--- src/rtl/fifo_uart_tx.sv ---
// fifo_uart_tx: pulls bytes from an upstream synchronous FIFO and sends each
// one as an asynchronous serial frame: start bit, WIDTH data bits LSB-first,
// an optional even-parity bit, then STOP_BITS stop bits.
//
// FIFO handshake: a byte is taken by a single-cycle fifo_rd_en_o pulse that is
// raised only after fifo_empty_i=0 was seen in IDLE. The FIFO presents the
// byte on fifo_rdata_i the following cycle (LOAD), where it is captured.
//
// Ports:
//   clk_i         clock, all state changes on its rising edge
//   rst_i         asynchronous active-high reset
//   enable_i      1 allows new frames to start (never aborts a frame)
//   fifo_empty_i  upstream FIFO empty flag (only looked at in IDLE)
//   fifo_rdata_i  upstream FIFO read data
//   fifo_rd_en_o  FIFO read strobe, one cycle per byte
//   tx_o          serial line, idle high
//   busy_o        1 whenever a frame is in progress
//   done_o        one-cycle pulse in the first IDLE cycle after a frame
//   frame_cnt_o   completed frame count, wraps at 16 bits
//   dbg_state     current FSM state encoding
module fifo_uart_tx #(
  parameter int WIDTH        = 8,
  parameter int CLKS_PER_BIT = 16,
  parameter int PARITY_EN    = 0,
  parameter int STOP_BITS    = 1
) (
  input  logic             clk_i,
  input  logic             rst_i,
  input  logic             enable_i,
  input  logic             fifo_empty_i,
  input  logic [WIDTH-1:0] fifo_rdata_i,
  output logic             fifo_rd_en_o,
  output logic             tx_o,
  output logic             busy_o,
  output logic             done_o,
  output logic [15:0]      frame_cnt_o,
  output logic [2:0]       dbg_state
);

  localparam int BAUD_W = (CLKS_PER_BIT > 2) ? $clog2(CLKS_PER_BIT) : 1;
  localparam int BIT_W  = (WIDTH > 2) ? $clog2(WIDTH) : 1;
  localparam logic [BAUD_W-1:0] BAUD_LAST = BAUD_W'(CLKS_PER_BIT - 1);
  localparam logic [BIT_W-1:0]  DATA_LAST = BIT_W'(WIDTH - 1);
  localparam logic [BIT_W-1:0]  STOP_LAST = BIT_W'(STOP_BITS - 1);

  typedef enum logic [2:0] {
    S_IDLE   = 3'd0,
    S_FETCH  = 3'd1,
    S_LOAD   = 3'd2,
    S_START  = 3'd3,
    S_DATA   = 3'd4,
    S_PARITY = 3'd5,
    S_STOP   = 3'd6
  } state_t;

  state_t             state_q, state_d;
  logic [BAUD_W-1:0]  baud_q;
  logic [BIT_W-1:0]   bit_q;
  logic [WIDTH-1:0]   shift_q;
  logic               parity_q;
  logic               done_q;
  logic [15:0]        cnt_q;
  logic               baud_wrap;

  // Bit boundaries happen only when the baud counter wraps.
  assign baud_wrap = (baud_q == BAUD_LAST);

  always_ff @(posedge clk_i or posedge rst_i) begin
    if (rst_i) begin
      state_q <= S_IDLE;
    end else begin
      state_q <= state_d;
    end
  end

  // Next state and outputs; outputs depend on registered state only.
  always_comb begin
    state_d      = state_q;
    fifo_rd_en_o = 1'b0;
    tx_o         = 1'b1;
    busy_o       = (state_q != S_IDLE);
    case (state_q)
      S_IDLE: begin
        if (enable_i && !fifo_empty_i) state_d = S_FETCH;
      end
      S_FETCH: begin
        fifo_rd_en_o = 1'b1;
        state_d      = S_LOAD;
      end
      S_LOAD: begin
        state_d = S_START;
      end
      S_START: begin
        tx_o = 1'b0;
        if (baud_wrap) state_d = S_DATA;
      end
      S_DATA: begin
        tx_o = shift_q[0];
        if (baud_wrap && (bit_q == DATA_LAST)) begin
          state_d = (PARITY_EN != 0) ? S_PARITY : S_STOP;
        end
      end
      S_PARITY: begin
        tx_o = parity_q;
        if (baud_wrap) state_d = S_STOP;
      end
      S_STOP: begin
        // bit_q counts stop bits here so two stop bits need no extra state.
        if (baud_wrap && (bit_q == STOP_LAST)) state_d = S_IDLE;
      end
      default: begin
        state_d = S_IDLE;
      end
    endcase
  end

  always_ff @(posedge clk_i or posedge rst_i) begin
    if (rst_i) begin
      baud_q   <= '0;
      bit_q    <= '0;
      shift_q  <= '0;
      parity_q <= 1'b0;
      done_q   <= 1'b0;
      cnt_q    <= '0;
    end else begin
      done_q <= 1'b0;
      if ((state_q == S_IDLE) || (state_q == S_FETCH) || (state_q == S_LOAD)) begin
        baud_q <= '0;
      end else if (baud_wrap) begin
        baud_q <= '0;
      end else begin
        baud_q <= baud_q + BAUD_W'(1);
      end
      case (state_q)
        S_LOAD: begin
          shift_q  <= fifo_rdata_i;
          parity_q <= ^fifo_rdata_i;
          bit_q    <= '0;
        end
        S_DATA: begin
          if (baud_wrap) begin
            shift_q <= shift_q >> 1;
            bit_q   <= (bit_q == DATA_LAST) ? '0 : bit_q + BIT_W'(1);
          end
        end
        S_STOP: begin
          if (baud_wrap) begin
            if (bit_q == STOP_LAST) begin
              bit_q  <= '0;
              done_q <= 1'b1;
              cnt_q  <= cnt_q + 16'd1;
            end else begin
              bit_q <= bit_q + BIT_W'(1);
            end
          end
        end
        default: begin
        end
      endcase
    end
  end

  assign done_o      = done_q;
  assign frame_cnt_o = cnt_q;
  assign dbg_state   = state_q;

endmodule

--- config.mk ---
export PLATFORM = sky130hd
export DESIGN_NAME = fifo_uart_tx
export DESIGN_NICKNAME = d
export VERILOG_FILES = /design/src/rtl/fifo_uart_tx.sv
export SDC_FILE = /design/constraint.sdc
export NUM_CORES = 1
export LEC_CHECK = 0
export ABC_AREA = 1
export BUFFER_PORTS_ARGS = -buffer_cell sky130_fd_sc_hd__buf_4
export CAP_MARGIN = 20
export CORE_MARGIN = 5
export CORE_UTILIZATION = 60
export CTS_CLUSTER_SIZE = 20
export DETAILED_ROUTE_END_ITERATION = 16
export PLACE_DENSITY = 0.88
export SETUP_SLACK_MARGIN = 0.15
export SLEW_MARGIN = 20
export SYNTH_ARGS = -nofsm -noshare
export SYNTH_HDL_FRONTEND = slang
export SYNTH_SLANG_ARGS = --single-unit
export TNS_END_PERCENT = 10
--- constraint.sdc ---
create_clock -name clk_i -period 3.2 [get_ports clk_i]
set_input_delay 0.64 -clock clk_i [delete_from_list [all_inputs] [get_ports clk_i]]
set_output_delay 0.64 -clock clk_i [all_outputs]
set_load 0.03 [all_outputs]
==> results.rst <==
.. list-table::
   :header-rows: 1

   * - Metric
     - Value
   * - Status
     - finished clean
   * - Synthesized area per cell
     - 7.61 um^2
   * - Type of the worst setup path
     - reg2out
   * - Ratio of total power to cell area
     - 332 nW/um^2
   * - Mapped Area
     - 2170 um^2
   * - Area share of the largest cell type after synthesis
     - 41.5%
   * - Filler instances
     - 242
   * - Maximum achievable frequency
     - 404 MHz
   * - Transition at the pin with the smallest max-transition slack
     - 0.444 ns
   * - Final critical-path required period
     - 2.48 ns
   * - Net Count, Synth
     - 302
   * - Met3 Track Usage GR
     - 5.88%
   * - Count of warnings emitted by yosys
     - 0
   * - Area leader, netlist
     - sky130_fd_sc_hd__dfrtp_1
   * - Count of state elements after synthesis
     - 36
   * - Critical register-to-register path endpoint
     - shift_q[6]
   * - Number of maximum-capacitance constraint violations
     - 0
   * - Drt via density
     - 5.03
   * - Share of flip-flops with an asynchronous set or reset after synthesis
     - 100%
   * - Count of flip-flops with a built-in enable after synthesis
     - 0
   * - Class of the tightest hold or removal check
     - in2async
   * - Launch instance of the worst register-to-register path
     - dbg_state[2]
   * - Most utilized layer in the global route result
     - met2
   * - Remaining antenna violation count after routing
     - 0
   * - Post-CTS repair timing setup buffer count
     - 0
   * - 1st-iter DRT viols
     - 156
   * - Number of remaining DRC errors
     - 0
   * - Total iterations of the first detailed-routing run
     - 4
   * - Count of placed standard cells including taps
     - 362
   * - Row Count
     - 21
   * - Cell types occupying the most area after synthesis
     - sky130_fd_sc_hd__dfrtp_1, sky130_fd_sc_hd__nand2_1, sky130_fd_sc_hd__inv_1, sky130_fd_sc_hd__nor2_1, sky130_fd_sc_hd__nand3_1
   * - Maximum number of pins on one net before global-route repair
     - 37
   * - Number of top-level pins
     - 35
   * - DR vias
     - 1860
   * - Depth of the CTS H-tree
     - 2
   * - Layout cell share with drive strength beyond 1
     - 19.8%
   * - Most used flip-flop cell after synthesis
     - sky130_fd_sc_hd__dfrtp_1
   * - CTS tree
     - done
   * - Inserted Clock Buffers
     - 5
   * - Number of distinct library cells after synthesis
     - 30
   * - Number of antenna violations at the first check in global routing
     - 0
   * - IR Drop Worst-Case VDD
     - 0.296 mV
   * - Layout Utilization
     - 74.1%
   * - Cell types with the highest counts after synthesis
     - sky130_fd_sc_hd__nand2_1, sky130_fd_sc_hd__inv_1, sky130_fd_sc_hd__dfrtp_1
   * - Aggregate negative setup slack
     - 0 ns
   * - Maximum count of clock buffers along a single path
     - 2
   * - Num Clock Sinks
     - 36
   * - First-pass GRT wire length
     - 7400 um
   * - Placeable Area
     - 3420 um^2
   * - Top fanout value on the critical path
     - 9
   * - Count of cells along the worst register-to-register path
     - 6
   * - Leading cell type by number of instances after synthesis
     - sky130_fd_sc_hd__nand2_1
   * - Endpoint required time on the critical path
     - 2.56 ns
   * - Root buffer selected by CTS
     - sky130_fd_sc_hd__clkbuf_4
   * - Final Hold Viols
     - 0
   * - Critical path's top delay family
     - flip-flops
   * - Sum of routed wire length over all layers
     - 4230 um
   * - Final setup fails
     - 0
   * - Seq/Total Area, Yosys
     - 41.5%
   * - Data arrival, critical path
     - 1.84 ns
   * - Routability Congestion
     - 0.914
   * - Reg2reg setup slack
     - 1.57 ns
   * - Post-CTS Resized
     - 0
   * - Critical-path top delay cell
     - sky130_fd_sc_hd__dfrtp_1
   * - Setup repair after global routing missed its margin
     - false
   * - Antenna fix cells
     - 0
   * - Clock transition at the register clock pins on the worst setup and hold paths after CTS
     - 0.11 ns
   * - Total of hold buffers inserted after clock tree synthesis
     - 0
   * - Slew Viols, Final
     - 0
   * - Hpwl dp
     - 3260 um
   * - Initial cell density of the core
     - 63.5%
   * - Critical Path Max Stage Delay
     - 0.58 ns
   * - Vertical extent of the die
     - 70.1 um
   * - GRT Total Usage
     - 18.7%
   * - Number of I/O port buffers
     - 34
   * - Buffering stage count on the worst path with inverters included
     - 2
   * - Crit start category
     - flop
   * - Syn-to-layout area delta
     - 16.7%
   * - Met1 track demand over resource in global routing
     - 22.1%
   * - Cells traversed along the worst timing path
     - inv_2 > o21ai_2 > o21ai_0 > nand2_1 > o211ai_1 > buf_4
   * - Cell Count, Final, Fillers Out
     - 370
   * - Cells after synthesis
     - 285
   * - Tcrit/Tclk final
     - 77.4%
   * - Clock Skew
     - 0.0105 ns
   * - Latest clock arrival within the worst-skew pair
     - 0.35 ns
   * - Routed wirelength normalized by instance count
     - 11.4 um
   * - DIE WIDTH
     - 70.1 um
   * - Setup crit end kind
     - primary output
   * - Slew headroom
     - 70.4%
   * - Met2 Track Usage GR
     - 31.6%
   * - GRT overflow
     - 0
   * - Via count of the first global-routing pass
     - 1777
   * - Total number of nets in the final design
     - 340
   * - Lkg Pwr
     - 1.35 nW
   * - Die Outline Area
     - 4920 um^2
-- per-stage QoR --
stage	area [um^2]	setup slack [ns]	power (mW)	hold slack [ns]
3_5_place_dp	2450	1.13	0.531	0.460
2_1_floorplan	2170	1.10	0.508	0.430
6_report	2530	0.722	0.840	0.369
3_3_place_gp	2450	1.19	0.529	0.447
5_1_grt	2530	0.578	0.878	0.406
4_1_cts	2530	0.727	0.845	0.387
-- registers in the layout, summed over array words and instances, names as in the netlist --
register / flops
baud_q: 4
parity_q: 1
done_o: 1
bit_q: 3
dbg_state: 3
frame_cnt_o: 16
shift_q: 8
-- logic make-up (layout without fill, tap and decap cells) --
group | after synthesis | in the layout | synth area share [%]
simple gates | 158 | 158 | 32.4
buf+inv | 45 | 84 | 8.94
flops | 36 | 36 | 41.5
compound gates | 29 | 29 | 9.46
xor+xnor | 12 | 12 | 4.84
fa+ha+maj | 5 | 5 | 2.88
-- worst max path at each step --
stage / startpoint / endpoint / slack (ns) / cells past startpoint
finish: dbg_state[1] / tx_o / 0.72 / 6
global placement: dbg_state[1] / tx_o / 1.19 / 6
detailed placement: dbg_state[1] / tx_o / 1.13 / 6
floorplan: dbg_state[2] / tx_o / 1.10 / 5
global route: dbg_state[1] / tx_o / 0.58 / 6
CTS: dbg_state[1] / tx_o / 0.73 / 6
-- power by group --
part | leakage [nW] | switching, mW | internal (mW) | total, mW
Clock | 0.0412 | 0.156 | 0.163 | 0.319
Sequential | 0.457 | 0.00260 | 0.461 | 0.464
Combinational | 0.853 | 0.0340 | 0.0237 | 0.0577
Total | 1.35 | 0.193 | 0.648 | 0.840
-- cell usage in the layout, fill, tap and decap left out, types with 2 or more instances in the layout --
master and n:
sky130_fd_sc_hd__nand2_1 96, sky130_fd_sc_hd__xor2_1 9, sky130_fd_sc_hd__nor2_1 25, sky130_fd_sc_hd__xnor2_1 3, sky130_fd_sc_hd__o211ai_1 7, sky130_fd_sc_hd__inv_2 2, sky130_fd_sc_hd__inv_1 38, sky130_fd_sc_hd__nor2_4 3
sky130_fd_sc_hd__o21ai_0 14, sky130_fd_sc_hd__ha_1 5, sky130_fd_sc_hd__nor2_2 3, sky130_fd_sc_hd__dfrtp_1 36, sky130_fd_sc_hd__buf_4 35, sky130_fd_sc_hd__nand4_1 4, sky130_fd_sc_hd__o211ai_2 2, sky130_fd_sc_hd__nand2_2 3
sky130_fd_sc_hd__nand3_1 17, sky130_fd_sc_hd__clkbuf_4 5, sky130_fd_sc_hd__o21ai_2 3
-- layer usage --
| layer | routed length [um] | vias to the layer above |
|---|---|---|
| li1 | - | 975 |
| met2 | 2040 | 31 |
| met1 | 1920 | 846 |
| met5 | 0 | - |
| met3 | 196 | 8 |
| met4 | 71 | 0 |
-- tightest hold or removal path: stages --
cell	delay (ns)
sky130_fd_sc_hd__buf_4	0.10
sky130_fd_sc_hd__inv_1	0.04
sky130_fd_sc_hd__buf_4	0.38
-- layout make-up --
class / count / area, um^2 / share of cell area, %
inverters: 41 / 156 / 6.18
clock inverters: 3 / 42.5 / 1.68
repair buffers: 35 / 263 / 10.4
well taps: 46 / 57.6 / 2.27
flip-flops and latches: 36 / 901 / 35.6
clock buffers: 5 / 37.5 / 1.48
multi-input cells: 204 / 1070 / 42.4
No activity file was read; power rests on OpenSTA's default activity.
